[src/rtl/bcd_serial_add_ctrl.sv]
// Digit-serial packed-BCD adder: one digit per clock, FSM IDLE -> ADD -> DONE.
// Define BCD_SERIAL_CHECK_EN to reject operands containing a digit above 9 (raises err).
module bcd_serial_add_ctrl #(
  parameter int NDIGITS = 4
) (
  input  logic                       clk,
  input  logic                       reset,
  input  logic                       start,
  input  logic [4*NDIGITS-1:0]       A,
  input  logic [4*NDIGITS-1:0]       B,
  output logic                       busy,
  output logic                       done,
  output logic [4*(NDIGITS+1)-1:0]   F,
  output logic                       err
);

  localparam int IW = (NDIGITS > 1) ? $clog2(NDIGITS) : 1;
  localparam logic [IW-1:0] LAST = IW'(NDIGITS - 1);

  typedef enum logic [1:0] {IDLE, ADD, DONE} state_t;

  state_t              state, state_nxt;
  logic [4*NDIGITS-1:0] a_r, b_r;
  logic                carry, carry_nxt;
  logic [IW-1:0]       idx;
  logic [3:0]          a_dig, b_dig, sum_dig;
  logic [4:0]          s;
  logic                last, bad;

  always_ff @(posedge clk) begin
    if (reset) state <= IDLE;
    else       state <= state_nxt;
  end

  always_comb begin
    state_nxt = state;
    case (state)
      IDLE:    if (start) state_nxt = bad ? DONE : ADD;
      ADD:     if (last)  state_nxt = DONE;
      DONE:    state_nxt = IDLE;
      default: state_nxt = IDLE;
    endcase
  end

  always_comb begin
    busy = (state == ADD);
    done = (state == DONE);
  end

  always_comb begin
    a_dig = '0;
    b_dig = '0;
    for (int d = 0; d < NDIGITS; d++) begin
      if (idx == IW'(d)) begin
        a_dig = a_r[4*d +: 4];
        b_dig = b_r[4*d +: 4];
      end
    end
  end

  // Decimal correction: +6 mod 16 wraps any sum above 9 back into BCD range.
  always_comb begin
    s = {1'b0, a_dig} + {1'b0, b_dig} + {4'b0000, carry};
    if (s > 5'd9) begin
      sum_dig   = s[3:0] + 4'd6;
      carry_nxt = 1'b1;
    end else begin
      sum_dig   = s[3:0];
      carry_nxt = 1'b0;
    end
    last = (idx == LAST);
  end

`ifdef BCD_SERIAL_CHECK_EN
  logic err_r;

  always_comb begin
    bad = 1'b0;
    for (int d = 0; d < NDIGITS; d++) begin
      if (A[4*d +: 4] > 4'd9 || B[4*d +: 4] > 4'd9) bad = 1'b1;
    end
  end

  always_ff @(posedge clk) begin
    if (reset)                        err_r <= 1'b0;
    else if (state == IDLE && start)  err_r <= bad;
  end

  assign err = err_r;
`else
  assign bad = 1'b0;
  assign err = 1'b0;
`endif

  always_ff @(posedge clk) begin
    if (reset) begin
      a_r   <= '0;
      b_r   <= '0;
      carry <= 1'b0;
      idx   <= '0;
      F     <= '0;
    end else begin
      case (state)
        IDLE: begin
          if (start) begin
            a_r   <= A;
            b_r   <= B;
            carry <= 1'b0;
            idx   <= '0;
            F     <= '0;
          end
        end
        ADD: begin
          for (int d = 0; d < NDIGITS; d++) begin
            if (idx == IW'(d)) F[4*d +: 4] <= sum_dig;
          end
          if (last) F[4*NDIGITS +: 4] <= {3'b000, carry_nxt};
          carry <= carry_nxt;
          idx   <= idx + 1'b1;
        end
        default: ;
      endcase
    end
  end

endmodule
[config.mk]
export PLATFORM = sky130hd
export DESIGN_NAME = bcd_serial_add_ctrl
export DESIGN_NICKNAME = d
export VERILOG_FILES = /design/src/rtl/bcd_serial_add_ctrl.sv
export SDC_FILE = /design/constraint.sdc
export NUM_CORES = 1
export LEC_CHECK = 0
export CAP_MARGIN = 10
export CORE_MARGIN = 2
export CORE_UTILIZATION = 42
export DETAILED_ROUTE_END_ITERATION = 10
export GPL_ROUTABILITY_DRIVEN = 0
export PLACE_DENSITY = 0.7
export SYNTH_ARGS = -nofsm -noshare
export SYNTH_HDL_FRONTEND = slang
export SYNTH_SLANG_ARGS = --single-unit
[constraint.sdc]
create_clock -name clk -period 5 [get_ports clk]
set_clock_uncertainty 0.05 [all_clocks]
set_input_delay 1 -clock clk [delete_from_list [all_inputs] [get_ports clk]]
set_output_delay 1 -clock clk [all_outputs]
set_load 0.02 [all_outputs]
==> results of run 1 <==
==> worst max-delay path, cell delays in order (launching register included) <==
cell and delay (ps):
dfxtp_1 380, inv_1 80, ha_1 370, nand3b_1 240
a21oi_1 160, a21oi_1 60, nor2_1 100, a21oi_1 70
fa_1 460, fa_1 420, xor2_1 200, ha_1 240
a22o_1 260, o311ai_4 350, mux2_2 420, o21ai_0 160
==> stage by stage <==
stage / util [%] / hold WS (ps) / power, mW
after floorplan: - / 386 / 0.617
after global placement: 52.5 / 396 / 0.681
after detailed placement: 52.5 / 400 / 0.685
after CTS: 53.8 / 412 / 0.920
after global routing: 53.8 / 430 / 0.958
final: 53.8 / 412 / 0.913
==> cells in the final DEF, fill, tap and decap left out, drive strengths merged <==
master	instances
a21boi	4
a21o	2
a21oi	65
a22o	1
a22oi	1
a31o	1
a32o	3
and2	1
and3b	1
buf	2
clkbuf	6
clkdlybuf4s50	53
conb	4
dfxtp	54
fa	2
ha	8
inv	6
mux2	1
mux2i	2
nand2	81
nand2b	6
nand3	2
nand3b	18
nor2	14
nor2b	3
nor3	1
nor3b	1
nor4b	1
o211ai	1
o21a	2
o21ai	14
o311ai	1
or2	2
or4	1
xnor2	1
xor2	1
==> path summary, 6_finish.rpt <==
kind	end	slack, ps	cells past startpoint
worst max-delay path	F[10]	930	15
worst min-delay path	a_r[9]	410	2
worst max register to register	F[10]	930	15
worst min register to register	a_r[9]	410	2
==> state kept, by name (all words and copies together), names as in the netlist <==
register / flops
a_r: 16
idx: 2
F: 17
state: 2
carry: 1
b_r: 16
==> area by class of cell <==
cell class / count / area, um^2 / area share (%)
Inverter: 6 / 22.5 / 0.706
Multi-Input combinational cell: 246 / 1360 / 42.7
Timing Repair Buffer: 55 / 546 / 17.1
Clock buffer: 6 / 82.6 / 2.59
Sequential cell: 54 / 1080 / 33.9
Tap cell: 75 / 93.8 / 2.94
==> logic make-up (layout without fill, tap and decap cells) <==
| family | Yosys count | after routing | synth area share (%) |
|---|---|---|---|
| and+or+nand+nor | 132 | 132 | 23.9 |
| adders and majority gates | 10 | 10 | 5.45 |
| DFF | 54 | 54 | 42.0 |
| muxes | 3 | 3 | 1.22 |
| buffers and inverters | 33 | 67 | 5.49 |
| other | 1 | 4 | 0.146 |
| AOI/OAI and AO/OA | 95 | 95 | 21.1 |
| xor gates and xnor gates | 2 | 2 | 0.681 |
==> metal layers <==
| metal | vias up | routed length, um | share of wire, % |
|---|---|---|---|
| met5 | - | 0 | 0 |
| met4 | 0 | 61 | 1.1 |
| met3 | 6 | 214 | 3.7 |
| met2 | 56 | 2660 | 46 |
| met1 | 1027 | 2810 | 49 |
| li1 | 1175 | - | - |
==> power by group through the flow <==
| stage | combinational (mW) | clock [mW] | sequential (mW) |
|---|---|---|---|
| floorplan | 0.138 | 0 | 0.480 |
| global placement | 0.202 | 0 | 0.479 |
| finish | 0.205 | 0.239 | 0.469 |
| CTS | 0.206 | 0.245 | 0.469 |
| detailed placement | 0.206 | 0 | 0.479 |
| global route | 0.229 | 0.258 | 0.472 |
==> reports/qor.txt, run 1 <==
Distinct cells, synth - 38
# IOs - 58
WP data arrival - 4250 ps
Gr busiest metal - met2
Initial Util - 43.5%
FP Rows - 28
CTS Hold Bufs - 0
Post-synth EDFFs - 0
Unrepaired setup endpoints after global routing - no
Chip height - 82.3 um
Status - completed
Async S/R FF share, synth - 0%
Fin. max-slew vios - 0
DR vias/cell - 5.12
Cell taking the most area after synthesis - dfxtp_1
Post-Synthesis Cells - 330
Startpoint types - register
Least-Margin Pin Slew - 1080 ps
Final Non-Filler Cells - 442
GR Util met3 - 3.48%
Crit end category - register
Synthesis-stage register bit count - 54
Placed insts - 436
Leak - 1.15 nW
Count of input and output buffers - 53
H-tree Lvls - 2
Die Wd - 82.3 um
Initial antenna violation count - 0
Worst-path clk slew - 90 ps
Worst slew margin - 28.0%
CTS Buffer Depth - 2
Total track usage - 17.9%
WL final - 5750 um
Critical path peak fanout - 20
Min cycle time layout - 4070 ps
Hold Path Origin - a_r[9]
First-pass GRT wire length - 9430 um
Ratio of cells with drive above 1 in the final layout - 3.54%
Largest net degree at the start of global routing - 41
Fillers - 599
Origin of the critical flop-to-flop path - idx[1]
Post-CTS sizing - 0
Top-area cell type share of the netlist area - 42.0%
Nets - 413
Pwr Density - 286 nW/um^2
Clk Latency, worst-skew pair - 300 ps
Worst vdd rail ir drop - 0.123 mV
Largest cells by area after synthesis - dfxtp_1 (42%), a21oi_1 (13%), nand2_1 (12%), nand3b_1 (5.3%), ha_1 (3.9%)
Most common cell in the netlist - nand2_1
Pre-Repair DR Iteration Count - 4
CTS buffer count - 5
Crit path launch - idx[1]
Final HPWL DP - 4170 um
Setup Crit Path Kind - reg2reg
Worst setup margin - 932 ps
Commonest cells post-synth - nand2_1 (81), a21oi_1 (65), dfxtp_1 (54)
DR iter-0 viols - 66
Final setup fails - 0
Pre-CTS setup slack - 925 ps
Clock sinks - 54
P_int - 653 uW
Met1 usage - 23.5%
Total Neg Setup Slack - 0 ps
Sequential power share - 51.4%
Clk network pwr share - 26.2%
Sw frac - 28.5%
GR Overflow Total - 0
Global Route met2 Usage - 30.2%
Placed Area - 3110 um^2
Hold Vio Cnt, Final - 0
Post-CTS Setup Bufs - 0
Vias - 2264
Synthesis Warnings - 0
WP data required - 5190 ps
Total die area - 6770 um^2
Max-cap violations - 0
WL/cell - 13.0 um
Syn Area/Cell - 7.80 um^2
Antenna viol nets, final - 0
P_sw - 260 uW
Fmax - 246 MHz
CTS tree - yes
Vias in the first global route - 2003
Final Cell Area - 3190 um^2
Area growth from synthesis to layout - 23.9%
Core Region - 5920 um^2
CTS root buf - clkbuf_8
Hold Path Class - reg2reg
Combinational share of power - 22.4%
Drt drc - 0
Primary FF master, synth - dfxtp_1
Syn Std Cell Area - 2570 um^2
Sequential area share after synthesis - 42.0%
Period utilization - 81.4%
Final antenna diode count - 0
Power figures use the tool's default switching activity.
==> run 2, diff against run 1 <==
- clock period: 5 -> 4.15 ns (I/O delays scaled with it)
==> run 2 against run 1 <==
  * Die area is the same
  * Combinational power grew 26%
  * First-iteration DRC count grew 27%
  * Total power grew 29%
  * Sequential share of layout area shrank 0.88 points
  * Critical path type unchanged
  * Wire length grew 1.2%
==> reports/qor.txt, run 2 (same netlist as run 1, synthesis figures left out) <==
Status - completed
Chip height - 82.3 um
WP data required - 4340 ps
Hold-critical path depth - 2
Crit path launch - idx[1]
Worst slew margin - 24.3%
H-tree Lvls - 2
Pre-Repair DR Iteration Count - 4
WL/cell - 12.9 um
Area growth from synthesis to layout - 27.2%
CP endpoint - F[6]
Global Route met2 Usage - 31.1%
CTS Buffer Depth - 2
Core Region - 5920 um^2
Die Wd - 82.3 um
Pwr Density - 360 nW/um^2
Total track usage - 18.3%
Combinational share of power - 21.8%
Largest register FFs - 17
Max-cap violations - 0
WL final - 5820 um
Drt drc - 0
Ratio of cells with drive above 1 in the final layout - 6.12%
Final setup fails - 0
Hold Path Class - reg2reg
Antenna viol nets, final - 0
Fmax - 259 MHz
Least-Margin Pin Slew - 1130 ps
Sequential power share - 47.9%
CTS root buf - clkbuf_8
Origin of the critical flop-to-flop path - idx[1]
Final Cell Area - 3270 um^2
First-pass GRT wire length - 9560 um
Min cycle time layout - 3860 ps
Clk Latency, worst-skew pair - 310 ps
Gr busiest metal - met2
DR iter-0 viols - 84
Placed insts - 441
Count of input and output buffers - 53
Fillers - 589
Worst vdd rail ir drop - 0.208 mV
P_sw - 333 uW
Reg2reg end - F[6]
Util after Layout - 55.3%
Setup Crit Path Kind - reg2reg
Fin. max-slew vios - 0
FP Rows - 28
Final Non-Filler Cells - 451
GR Overflow Total - 0
Worst-path clk slew - 100 ps
Total die area - 6770 um^2
Final HPWL DP - 4360 um
P_int - 847 uW
Period utilization - 93.1%
Most frequent cells in the layout - nand2_1 (81), a21oi_1 (65), dfxtp_1 (54)
Critical path peak fanout - 13
Placed Area - 3140 um^2
Final antenna diode count - 0
R2R setup slack - 290 ps
Largest net degree at the start of global routing - 36
Hold Vio Cnt, Final - 0
# IOs - 58
Sw frac - 28.2%
Clk network pwr share - 30.3%
Clock sinks - 54
Nets - 420
Vias in the first global route - 2114
Most common library cell in the layout ignoring fill and taps - nand2_1
Largest regs - F x17, a_r x16, b_r x16
Initial Util - 43.5%
CTS tree - yes
Vias - 2280
Met1 usage - 22.8%
DR vias/cell - 5.06
CTS buffer count - 5
Crit end category - register
R2R depth - 16
Startpoint types - register
Initial antenna violation count - 0
Most flops, register - F
WP data arrival - 4060 ps
GR Util met3 - 3.59%
Leak - 1.20 nW
## run 2: per-stage QoR
stage | power, mW | hold WS [ps] | worst slack (ps) | TNS, ps
floorplan | 0.744 | 386 | 363 | 0
global placement | 0.826 | 395 | 414 | 0
detailed placement | 0.828 | 400 | 286 | 0
CTS | 1.18 | 415 | 240 | 0
global route | 1.24 | 422 | -8.83 | -8.83
finish | 1.18 | 411 | 286 | 0
## run 2: cell type report
| class | instances | area, um^2 | area share [%] |
|---|---|---|---|
| clock buffer | 5 | 68.8 | 2.10 |
| tap | 75 | 93.8 | 2.87 |
| clock inverter | 3 | 43.8 | 1.34 |
| timing repair buffer | 62 | 598 | 18.3 |
| multi-input combinational | 246 | 1370 | 41.7 |
| inverter | 6 | 22.5 | 0.688 |
| sequential | 54 | 1080 | 33.0 |
## run 2: metal layers
metal / wire length, um / share of wire (%) / vias up
met2: 2740 / 47 / 61
met4: 95 / 1.6 / 0
met5: 0 / 0 / -
li1: - / - / 1190
met1: 2740 / 47 / 1020
met3: 244 / 4.2 / 9
## run 2: power groups by stage
stage | sequential [mW] | combinational, mW | clock [mW]
after global placement | 0.577 | 0.249 | 0
after global routing | 0.568 | 0.287 | 0.384
final | 0.565 | 0.258 | 0.357
after floorplan | 0.578 | 0.166 | 0
after detailed placement | 0.577 | 0.251 | 0
after CTS | 0.565 | 0.253 | 0.366
## run 2: timing repair
action / CTS / global route
resized for setup: 0 / 1
setup buffers: 0 / 2
setup endpoints to repair: 0 / 4
hold buffers: 0 / 0
## run 2: worst max-delay path, stage by stage (launching register included)
cell and delay, ps:
dfxtp_1 350, inv_1 90, ha_2 240, buf_4 190, nand2_1 70, a21oi_1 140
a21oi_1 70, nor2_1 100, a21oi_1 60, fa_1 410, fa_1 410, xor2_1 210
ha_1 250, a22o_1 260, o311ai_4 340, mux2_2 410, o21ai_0 150
## run 2: worst min path at each step
stage / endpoint / start
floorplan: a_r[0] / a_r[0]
global placement: a_r[10] / a_r[10]
detailed placement: a_r[9] / a_r[9]
CTS: a_r[9] / a_r[9]
global route: a_r[10] / a_r[10]
finish: b_r[15] / b_r[15]
